`src/rtl/bf16_fp8_drain.sv`:
```
// bf16_fp8_drain
// Read-out end of the systolic datapath. Captures one row of N BF16
// accumulator results, applies a power-of-two rescale, requantizes each
// lane to FP8 E4M3 (round-to-nearest-even, saturating to +/-448) and
// streams the lanes out serially, lane 0 first, over valid/ready.
//
// Ports:
//   clk        rising-edge clock
//   rst_n      asynchronous active-low reset
//   load_valid row present on load_data
//   load_ready block can accept a row (high only in IDLE)
//   load_data  N BF16 lanes, lane i in bits [16i+15:16i]
//   scale_exp  signed exponent offset, sampled with the row
//   out_valid  out_data holds a converted lane
//   out_ready  consumer accepts out_data
//   out_data   FP8 E4M3 result
//   out_last   out_data is lane N-1 of the row
//   busy       FSM is not IDLE
module bf16_fp8_drain #(
  parameter int N = 4
) (
  input  logic            clk,
  input  logic            rst_n,
  input  logic            load_valid,
  output logic            load_ready,
  input  logic [16*N-1:0] load_data,
  input  logic [5:0]      scale_exp,
  output logic            out_valid,
  input  logic            out_ready,
  output logic [7:0]      out_data,
  output logic            out_last,
  output logic            busy
);

  localparam int IW = (N > 1) ? $clog2(N) : 1;
  localparam logic [IW-1:0] IDX_LAST = IW'(N - 1);

  typedef enum logic [1:0] {IDLE, SEND, FLUSH} state_t;

  state_t          state_reg, state_next;
  logic [IW-1:0]   idx_reg, idx_next;
  logic [7:0]      data_reg, data_next;
  logic            valid_reg, valid_next;
  logic            last_reg, last_next;
  logic            capture;

  logic [15:0]     lane_buf [N];
  logic [5:0]      scale_reg;
  logic [7:0]      conv_result;

  // BF16 -> FP8 E4M3 with optional 2^scale rescale.
  function automatic logic [7:0] conv(input logic [15:0] x, input logic [5:0] sc);
    logic              s;
    logic [7:0]        ex;
    logic [6:0]        mt;
    logic signed [9:0] e;
    logic [3:0]        msum;
    logic [2:0]        m;
    logic              rup;
    s  = x[15];
    ex = x[14:7];
    mt = x[6:0];
    // BF16 bias 127, E4M3 bias 7 -> rebias by 120; 10 bits cover every
    // reachable value including the most negative scale.
    e  = $signed({2'b00, ex}) - 10'sd120 + $signed({{4{sc[5]}}, sc});
    rup  = mt[3] & ((|mt[2:0]) | mt[4]);
    msum = {1'b0, mt[6:4]} + {3'b000, rup};
    m    = msum[2:0];
    if (msum[3]) begin
      e = e + 10'sd1;
      m = 3'd0;
    end
    if (ex == 8'h00) begin
      conv = 8'h00;                          // zero and subnormals -> +0
    end else if (ex == 8'hFF) begin
      conv = (mt != 7'd0) ? 8'h7F : {s, 7'h7E};
    end else if (($signed({2'b00, ex}) - 10'sd120 + $signed({{4{sc[5]}}, sc})) <= 10'sd0) begin
      conv = 8'h00;                          // no FP8 subnormals; decided before rounding
    end else if ((e > 10'sd15) || ((e == 10'sd15) && (m == 3'd7))) begin
      conv = {s, 7'h7E};                     // 0x7F/0xFF are NaN encodings, clamp to 448
    end else begin
      conv = {s, e[3:0], m};
    end
  endfunction

  assign conv_result = conv(lane_buf[idx_reg], scale_reg);

  // Row buffer: plain data storage, written only on a load transfer.
  genvar gi;
  generate
    for (gi = 0; gi < N; gi++) begin : g_lane
      always_ff @(posedge clk) begin
        if (capture) lane_buf[gi] <= load_data[16*gi +: 16];
      end
    end
  endgenerate

  always_ff @(posedge clk) begin
    if (capture) scale_reg <= scale_exp;
  end

  always_ff @(posedge clk or negedge rst_n) begin
    if (!rst_n) begin
      state_reg <= IDLE;
      idx_reg   <= '0;
      data_reg  <= 8'h00;
      valid_reg <= 1'b0;
      last_reg  <= 1'b0;
    end else begin
      state_reg <= state_next;
      idx_reg   <= idx_next;
      data_reg  <= data_next;
      valid_reg <= valid_next;
      last_reg  <= last_next;
    end
  end

  always_comb begin
    state_next = state_reg;
    idx_next   = idx_reg;
    data_next  = data_reg;
    valid_next = valid_reg;
    last_next  = last_reg;
    capture    = 1'b0;
    case (state_reg)
      IDLE: begin
        if (load_valid) begin
          capture    = 1'b1;
          idx_next   = '0;
          state_next = SEND;
        end
      end
      SEND: begin
        // Output register is free when empty or being drained this edge.
        if (!valid_reg || out_ready) begin
          data_next  = conv_result;
          valid_next = 1'b1;
          last_next  = (idx_reg == IDX_LAST);
          if (idx_reg == IDX_LAST) state_next = FLUSH;
          else                     idx_next   = idx_reg + IW'(1);
        end
      end
      FLUSH: begin
        if (valid_reg && out_ready) begin
          valid_next = 1'b0;
          last_next  = 1'b0;
          state_next = IDLE;
        end
      end
      default: state_next = IDLE;
    endcase
  end

  assign load_ready = (state_reg == IDLE);
  assign busy       = (state_reg != IDLE);
  assign out_valid  = valid_reg;
  assign out_data   = data_reg;
  assign out_last   = last_reg;

endmodule

```
`config.mk`:
```
export PLATFORM = sky130hd
export DESIGN_NAME = bf16_fp8_drain
export DESIGN_NICKNAME = d
export VERILOG_FILES = /design/src/rtl/bf16_fp8_drain.sv
export SDC_FILE = /design/constraint.sdc
export NUM_CORES = 1
export LEC_CHECK = 0
export ABC_AREA = 1
export CORE_MARGIN = 1.5
export CORE_UTILIZATION = 25
export DETAILED_ROUTE_END_ITERATION = 6
export HOLD_SLACK_MARGIN = 0.1
export SLEW_MARGIN = 20
export SYNTH_ARGS = -nofsm -noshare
export SYNTH_HDL_FRONTEND = slang
export SYNTH_SLANG_ARGS = --single-unit
```
`constraint.sdc`:
```
create_clock -name clk -period 11.4 [get_ports clk]
set_clock_uncertainty 0.15 [all_clocks]
set_input_delay 1.14 -clock clk [delete_from_list [all_inputs] [get_ports clk]]
set_output_delay 1.14 -clock clk [all_outputs]
set_load 0.01 [all_outputs]
```
==> results.toml, run 1 <==
[run_status]
status = "complete, no violations"

[pwr]
pwr_density_cell_nw_per_um2 = 288
leakagePower_uw = 0.00246
peakVddDrop_mv = 0.0935
power_uw = 1690

[clock_network]
cts.clk_slew.worst_paths_ns = 0.06
cts_buffer_depth = 2
root_buffer = "clkbuf_16"
cts_resized = 0
postCtsSetupBuffers = 0
htree_levels = 3
clock_latency_ns = 0.34
postCtsHoldBufs = 0
cts_sinks = 84
cts_tree = "built"
cts-buffers-inserted = 9

[timing]
max_freq_mhz = 244
worst_slew_pin_slew_ns = 0.901
rsz0062_at_grt = "false"
hold_viol_final = 0
relSlewSlack_pct = 39.9
maxSlewViolCount = 0
post-route-period-util_pct = 36.0
tns_ns = 0
finalCriticalPeriod_ns = 4.11
setup_viol = 0

[synthesis]
syn_inst = 474
syn_area_um2 = 4510
ys_types = 44
ys_warn_count = 0
ys_ff_latch = 84
synth_edf_count = 70
synthFlopType = "edfxtp_1"
seq_area_frac_synth_pct = 54.4
syn_nets = 564
async_reset_ff_share_pct = 16.7
synth.avg_cell_area_um2 = 9.51

[worst_setup_path]
worstPathCellList = "buf_4 > inv_2 > nand2_1 > a32oi_1 > ha_1 > xor2_1 > inv_1 > ha_1 > a21oi_1 > nand3_1 > nand2_2 > inv_1 > nor3_1 > nand3_1 > o21ai_0 > inv_2 > nand2_1 > nand2_1 > nand2_1 > nand2_1"
crit_slowest_cell = "o21ai_0"
path_class = "register to register"
endpoint_kind = "register"
crit_required_ns = 11.47
cp_common_cell = "nand2_1"
start_kind = "register"
critical_path_arrival_ns = 4.18
cpPeakStageDelay_ns = 0.41
worst-path-max-fanout = 31

[placement]
dp_hpwl_mm = 7.49
gp_congestion = 0.857
io_buffers = 85

[floorplan]
initial_core_util_pct = 25.8
coreArea_um2 = 17500
rows = 48
fp.dieW_um = 137
io_pins = 86
die_area_um2 = 18800
fp.dieH_um = 137

[routing]
avgViaCountPerCell = 4.33
drc = 0
vias = 3423
finalWirelength_mm = 9.82
ant_nets = 0
drtIter0Drc = 147
dr.pass1.iters = 4
wl_per_cell_um = 12.4

[final_layout]
diodes = 0
largest_register_ffs = 64
finalNetCount = 652
drive_gt1_share_pct = 10.2
synthToLayoutAreaGrowth_pct = 29.9

[grt]
grt_pass1_vias = 3343
grt-ovfl-total = 0
grt_max_degree = 73
track_usage_pct = 11.2
antenna_found_initial = 0
grt_pass1_wl_mm = 16.2

[run]
cap_violations = 0

[hold_path]
hp-class = "register to register"
==> path summary, 6_finish.rpt <==
kind | cells after the start | to | from | slack (ns)
worst max-delay path | 20 | out_data[2]$_DFFE_PN0P_ | idx_reg[0]$_DFFE_PN0P_ | 7.29
worst min-delay path | 2 | out_data[1]$_DFFE_PN0P_ | out_data[1]$_DFFE_PN0P_ | 0.33
worst max register to register | 20 | out_data[2]$_DFFE_PN0P_ | idx_reg[0]$_DFFE_PN0P_ | 7.29
worst min register to register | 2 | out_data[1]$_DFFE_PN0P_ | out_data[1]$_DFFE_PN0P_ | 0.33
max in group asynchronous | 1 | out_data[7]$_DFFE_PN0P_ | rst_n | 9.62
min in group asynchronous | 1 | out_data[6]$_DFFE_PN0P_ | rst_n | 1.06
==> logic make-up (layout without fill, tap and decap cells) <==
kind of cell    count (synthesis)  after routing  share of synthesized area (%)
buf+inv                        65            157                           6.55
fa+ha+maj                      16             16                           4.61
xor+xnor                        6              6                           1.17
compound gates                 46             46                           6.99
simple gates                  257            257                           26.3
flops                          84             84                           54.4
==> placed cells by master, fill, tap and decap left out, types with 14 or more instances in the layout <==
cell / count
dfrtp_1: 14
edfxtp_1: 70
inv_1: 48
nand2_1: 152
ha_1: 15
nor2_1: 28
clkdlybuf4s50_1: 85
a21oi_1: 16
nand2_2: 14
nand3_1: 32
==> through the flow <==
stage               instance area (um^2)  util [%]  hold slack [ns]  instances  worst slack (ns)
detailed placement                  5570      31.9            0.315        776              7.25
floorplan                           4510         -            0.349        474              6.20
finish                              5860      33.5            0.329        791              7.29
CTS                                 5860      33.5            0.332        791              7.22
global route                        5860      33.5            0.377        791              6.68
global placement                    5570      31.9            0.318        776              7.29
==> where the power goes <==
group | internal (uW) | total (uW) | leakage [uW] | switching, uW
clock network | 169 | 283 | 0.000136 | 114
logic | 341 | 956 | 0.00150 | 615
registers | 418 | 448 | 0.000828 | 29.9
==> Yosys cell counts, types with 3 or more instances <==
| cell type | count | area, um^2 |
|---|---|---|
| nand3_1 | 32 | 160 |
| buf_6 | 6 | 67.6 |
| o21ai_0 | 10 | 50.1 |
| nor2_2 | 4 | 25.0 |
| ha_1 | 15 | 188 |
| a32oi_1 | 3 | 26.3 |
| nor4_1 | 5 | 31.3 |
| edfxtp_1 | 70 | 2100 |
| nand3_2 | 6 | 60.1 |
| nand2_1 | 152 | 571 |
| nor3_1 | 3 | 15.0 |
| nor2_1 | 29 | 109 |
| nand2_2 | 14 | 87.6 |
| inv_1 | 48 | 180 |
| o22ai_1 | 3 | 18.8 |
| dfrtp_1 | 14 | 350 |
| inv_2 | 6 | 22.5 |
| xor2_1 | 6 | 52.6 |
| a32oi_2 | 4 | 65.1 |
| a21oi_1 | 16 | 80.1 |
==> critical path: cells and delay by family (launching register included) <==
kind / cells / cell delay, ns
flip-flops: 1 / 0.36
XOR/XNOR: 1 / 0.16
AND/OR/NAND/NOR: 9 / 0.80
buffers and inverters: 5 / 0.89
adder cells (fa/ha/maj): 2 / 0.61
AO/OA/AOI/OAI: 3 / 1.01
==> area by class of cell <==
class                           count  area, um^2
Clock inverter                      4        51.3
Sequential cell                    84        2450
Inverter                           55         206
Fill cell                        1779       11600
Timing Repair Buffer               87         866
Multi-Input combinational cell    325        1770
Tap cell                          225         282
Clock buffer                       11         233
==> metal layers <==
layer	wire length (um)	GRT usage (%)	vias to the layer above	share of wire, %
met5	0	0	-	0
met2	4430	17.8	87	45
met1	4660	14.7	1554	47
li1	-	-	1762	-
met4	280	5.20	0	2.9
met3	456	2.50	20	4.6
Note: power is estimated with default switching activity, not from simulation.
==> run 2: changes to the inputs <==
- clock period: 11.4 -> 3.4 ns (I/O delays scaled with it)
==> run 2 against run 1 <==
  * Routed wire length rose by 6.3%
  * Critical path type unchanged
  * Critical path depth rose by 2
  * First-iteration DRC count fell by 2.7%
  * Combinational power rose to 4.4 times the previous value
  * Flip-flop and latch count did not move
  * Cell count rose by 4.7%
  * Maximum frequency rose by 25%
  * Highest routed layer unchanged
  * Sequential share of layout area fell by 3.3 points
  * Via count rose by 2.6%
  * Non-clock buffer count rose by 36
  * Power rose to 3.9 times the previous value
==> results.toml, run 2 (synthesis gave the netlist of run 1 again) <==
[floorplan]
fp.dieH_um = 137
coreArea_um2 = 17500
die_area_um2 = 18800
rows = 48
initial_core_util_pct = 25.8
fp.dieW_um = 137
io_pins = 86

[timing]
maxSlewViolCount = 0
worst_slew_pin_slew_ns = 0.706
max_freq_mhz = 304
rsz0062_at_grt = "true"
post-route-period-util_pct = 96.8
finalCriticalPeriod_ns = 3.29
relSlewSlack_pct = 52.8
setup_viol = 0
hold_viol_final = 0

[grt]
grt_pass1_wl_mm = 17.1
grt-ovfl-total = 0
track_usage_pct = 11.8
grt_pass1_vias = 3479
antenna_found_initial = 0
grt_max_degree = 37

[final_layout]
diodes = 0
most-common-layout-cells = "144 x nand2_1, 85 x clkdlybuf4s50_1, 70 x edfxtp_1"
drive_gt1_share_pct = 21.9
multi_input_area_um2 = 1960
largest_register_ffs = 64
finalNetCount = 688
fill_cells = 1749
seq_area_um2 = 2450
fin_cells = 828
synthToLayoutAreaGrowth_pct = 41.4
final_common_cell = "nand2_1"

[pwr]
peakVddDrop_mv = 0.324
leakagePower_uw = 0.00268
pwr_density_cell_nw_per_um2 = 1040
power_uw = 6630

[routing]
finalWirelength_mm = 10.4
avgViaCountPerCell = 4.24
met2WireLength_mm = 5.20
wl_met3_um = 455
dr.pass1.iters = 4
vias = 3513
drtIter0Drc = 143
drt-met1-wl_mm = 4.66
top_layer = "met4"
drc = 0
wl_per_cell_um = 12.6
ant_nets = 0

[clock_network]
cts_sinks = 84
cts_buffer_depth = 2
htree_levels = 3
root_buffer = "clkbuf_16"
cts_tree = "built"
clock_latency_ns = 0.34
cts-buffers-inserted = 9
postCtsHoldBufs = 0
cts.clk_slew.worst_paths_ns = 0.06

[placement]
gp_congestion = 0.819
io_buffers = 85
dp_hpwl_mm = 7.88
dp_cells = 808

[worst_setup_path]
path_class = "register to register"
start_kind = "register"
crit_required_ns = 3.47
worst-path-max-fanout = 7
endpoint_kind = "register"
critical_path_arrival_ns = 3.36

[run]
cap_violations = 0

[run_status]
status = "complete, no violations"

[hold_path]
hp-class = "primary input to async pin"
run 2: report_power, final:
group | switching, uW | leakage (uW) | internal (uW)
Clock | 390 | 0.000140 | 569
Sequential | 107 | 0.000826 | 1400
Combinational | 2410 | 0.00172 | 1760
run 2: final cells by class:
class,instances,share of cell area (%)
Inverter,55,3.36
Clock buffer,10,3.59
Multi-Input combinational cell,325,30.7
Tap cell,225,4.42
Sequential cell,84,38.5
Timing Repair Buffer,123,18.4
Clock inverter,6,1.00
run 2: worst max-delay path, cell delays in order, from the launching register on:
cell and delay, ns:
dfrtp_2 0.45, buf_6 0.14, a21oi_2 0.05, a32oi_2 0.22, ha_2 0.23, inv_2 0.04
fa_2 0.37, nand2_2 0.14, nand2_2 0.10, nor3_4 0.21, nand3_2 0.14, nor2_4 0.19
nand3b_4 0.10, nand2_2 0.06, nand2_1 0.04, nor2_1 0.09, nand2_1 0.06, nand2_2 0.12
nand2_1 0.07, nand2_1 0.05, nand2_1 0.04, nand2_1 0.06, nand2_1 0.05
run 2: metrics by stage:
step                      area, um^2  setup TNS [ns]  setup WS, ns  util [%]  hold slack (ns)
after CTS                       6140               0        0.0135      35.1            0.301
after floorplan                 4520               0         0.131         -           -0.106
after global placement          5830         -0.0215      -0.00608      33.3            0.318
after global routing            6370           -1.10        -0.185      36.5            0.335
after detailed placement        5830          -0.385       -0.0644      33.3            0.319
final                           6370               0         0.110      36.5            0.279
run 2: final timing paths:
| path | start | end | slack, ns | cells past startpoint |
|---|---|---|---|---|
| min in group clk | out_data[1]$_DFFE_PN0P_ | out_data[1]$_DFFE_PN0P_ | 0.33 | 2 |
| max in group asynchronous | rst_n | idx_reg[0]$_DFFE_PN0P_ | 2.32 | 1 |
| worst max register to register | idx_reg[0]$_DFFE_PN0P_ | out_data[1]$_DFFE_PN0P_ | 0.11 | 22 |
| worst max-delay path | idx_reg[0]$_DFFE_PN0P_ | out_data[1]$_DFFE_PN0P_ | 0.11 | 22 |
| worst min register to register | out_data[1]$_DFFE_PN0P_ | out_data[1]$_DFFE_PN0P_ | 0.33 | 2 |
| worst min-delay path | rst_n | out_valid$_DFFE_PN0P_ | 0.28 | 1 |
run 2: timing repair:
| item | in CTS | in global routing |
|---|---|---|
| hold endpoints to repair | 0 | 0 |
| gates resized for setup | 6 | 52 |
| pin swaps | 1 | 25 |
| endpoints found under the setup margin | 7 | 8 |
| setup buffers | 0 | 5 |
run 2: routing by layer:
metal / global-route usage, % / vias up
met5: 0 / -
met4: 4.33 / 0
met3: 3.16 / 9
met2: 20.2 / 59
met1: 14.2 / 1607
li1: - / 1838
==> run 3: changes to the inputs <==
- SETUP_SLACK_MARGIN: default -> 0.2
==> run 3 against run 2 <==
  * Power rose by 7.6%
  * Flip-flop and latch count did not move
  * Non-clock buffer count did not move
  * Die area did not move
  * Final area rose by 3.2%
  * Register-to-register slack got worse by 0.096 ns
  * Critical path depth fell by 2
  * Critical path type unchanged
  * First-iteration DRC count fell by 13%
  * Cell count rose by 0.12%
  * Clock power fell by 1%
  * Largest cell class unchanged
  * Setup slack got worse by 0.096 ns
  * Via count rose by 5.6%
==> results.toml, run 3 (synthesis gave the netlist of run 1 again) <==
[worst_setup_path]
crit_required_ns = 3.53
cpPeakStageDelay_ns = 0.49
path_class = "register to register"
crit_family = "simple AND/OR/NAND/NOR gates"
path_buf_inv = 3
cp_common_cell = "nand2_2"
worstPathCellList = "buf_8 > nand2_2 > a32oi_4 > ha_2 > xor2_1 > inv_1 > ha_4 > nand2_2 > inv_2 > nand4_1 > nand2_1 > nand2_2 > a22oi_1 > xor2_2 > nand2_4 > nand2_2 > nand2_2 > nand2_1 > nand2_1 > nand2_1"
reg2reg_slack_ns = 0.01
start_kind = "register"
critical_path_arrival_ns = 3.51
endpoint_kind = "register"
crit_slowest_cell = "dfrtp_2"
worst-path-max-fanout = 7

[clock_network]
htree_levels = 3
cts.clk_slew.worst_paths_ns = 0.07
cts-buffers-inserted = 9
postCtsHoldBufs = 0
cts_buffer_depth = 2
clock_latency_ns = 0.33
cts_sinks = 84
cts_tree = "built"
root_buffer = "clkbuf_16"

[placement]
dp_hpwl_mm = 8.10
gp_congestion = 0.764
io_buffers = 85
place_ws_ns = -0.158

[grt]
antenna_found_initial = 0
grt-ovfl-total = 0
grt_max_degree = 72
grt_pass1_wl_mm = 18.4
grt_pass1_vias = 3892
track_usage_pct = 12.6

[final_layout]
drive_gt1_share_pct = 27.0
finalNetCount = 689
final_common_cell = "nand2_1"
diodes = 0
most-common-layout-cells = "131 x nand2_1, 85 x clkdlybuf4s50_1, 70 x edfxtp_1"
largest_register_ffs = 64
synthToLayoutAreaGrowth_pct = 45.8

[pwr]
pwr-share-comb_pct = 65.4
p_sw_share_pct = 45.6
power_uw = 7140
peakVddDrop_mv = 0.369
netSwitchingPower_uw = 3250
pwr_density_cell_nw_per_um2 = 1090
pwr-share-clk_pct = 13.3
internal_power_uw = 3890
leakagePower_uw = 0.00272
p_seq_share_pct = 21.3

[hold_path]
hp-class = "primary input to async pin"

[routing]
finalWirelength_mm = 11.3
dr.pass1.iters = 4
drc = 0
avgViaCountPerCell = 4.47
vias = 3708
wl_per_cell_um = 13.6
drtIter0Drc = 125
ant_nets = 0

[floorplan]
io_pins = 86
fp.dieH_um = 137
die_area_um2 = 18800
fp.dieW_um = 137
initial_core_util_pct = 25.8
coreArea_um2 = 17500
rows = 48

[run_status]
status = "complete, no violations"

[timing]
rsz0062_at_grt = "true"
whs_ns = 0.275
worst_slew_pin_slew_ns = 0.700
maxSlewViolCount = 0
post-route-period-util_pct = 99.6
max_freq_mhz = 295
relSlewSlack_pct = 53.2
worst_slack_ns = 0.0142
tns_ns = 0
setup_viol = 0
finalCriticalPeriod_ns = 3.39
hold_viol_final = 0

[run]
cap_violations = 0
run 3: changes by cell type in the layout (fill, tap and decap cells not counted), moves of 4 or more:
cell | before | now
inv_1 | 44 | 39
inv_2 | 8 | 12
nand2_1 | 144 | 131
nand2_2 | 21 | 30
nand2_4 | 1 | 5
nand3_1 | 31 | 25
nand3_2 | 6 | 12
run 3: cell type report:
| type | count | area, um^2 |
|---|---|---|
| fillers | 1693 | 10900 |
| repair inverters | 1 | 6.26 |
| well taps | 225 | 282 |
| multi-input cells | 325 | 2140 |
| inverters | 55 | 219 |
| clock buffers | 11 | 233 |
| clock inverters | 5 | 52.6 |
| flip-flops and latches | 84 | 2450 |
| repair buffers | 123 | 1190 |
run 3: what timing repair did:
| item | in CTS | in global routing |
|---|---|---|
| gates cloned | 2 | 0 |
| buffers inserted | 13 | 5 |
| resized for setup | 58 | 41 |
| pin swaps | 28 | 37 |
| setup endpoints to repair | 8 | 8 |
run 3: routing by layer:
layer | GRT usage [%] | part of all wire (%) | vias to the layer above
li1 | - | - | 1846
met1 | 14.2 | 42 | 1742
met2 | 22.5 | 51 | 92
met3 | 2.28 | 3.7 | 28
met4 | 6.73 | 3.5 | 0
met5 | 0 | 0 | -
run 3: worst paths after layout:
check | start | to | depth (start not counted)
min in group clk | out_data[4]$_DFFE_PN0P_ | out_data[4]$_DFFE_PN0P_ | 2
max in group asynchronous | rst_n | idx_reg[1]$_DFFE_PN0P_ | 1
setup / recovery | idx_reg[0]$_DFFE_PN0P_ | out_data[3]$_DFFE_PN0P_ | 20
hold / removal | rst_n | idx_reg[0]$_DFFE_PN0P_ | 1
setup reg to reg | idx_reg[0]$_DFFE_PN0P_ | out_data[3]$_DFFE_PN0P_ | 20
hold reg to reg | out_data[4]$_DFFE_PN0P_ | out_data[4]$_DFFE_PN0P_ | 2
run 3: power by group through the flow:
| stage | sequential, uW | clock (uW) | combinational (uW) |
|---|---|---|---|
| 2_1_floorplan | 1520 | 0 | 2530 |
| 3_3_place_gp | 1520 | 0 | 3410 |
| 3_5_place_dp | 1530 | 0 | 3500 |
| 4_1_cts | 1530 | 976 | 4130 |
| 5_1_grt | 1550 | 1020 | 5170 |
| 6_report | 1520 | 949 | 4670 |
run 3: through the flow:
| stage | cell area, um^2 | std cells | util [%] |
|---|---|---|---|
| 2_1_floorplan | 4550 | 474 | - |
| 3_3_place_gp | 5750 | 793 | 32.9 |
| 3_5_place_dp | 5750 | 793 | 32.9 |
| 4_1_cts | 6370 | 824 | 36.5 |
| 5_1_grt | 6570 | 829 | 37.6 |
| 6_report | 6570 | 829 | 37.6 |
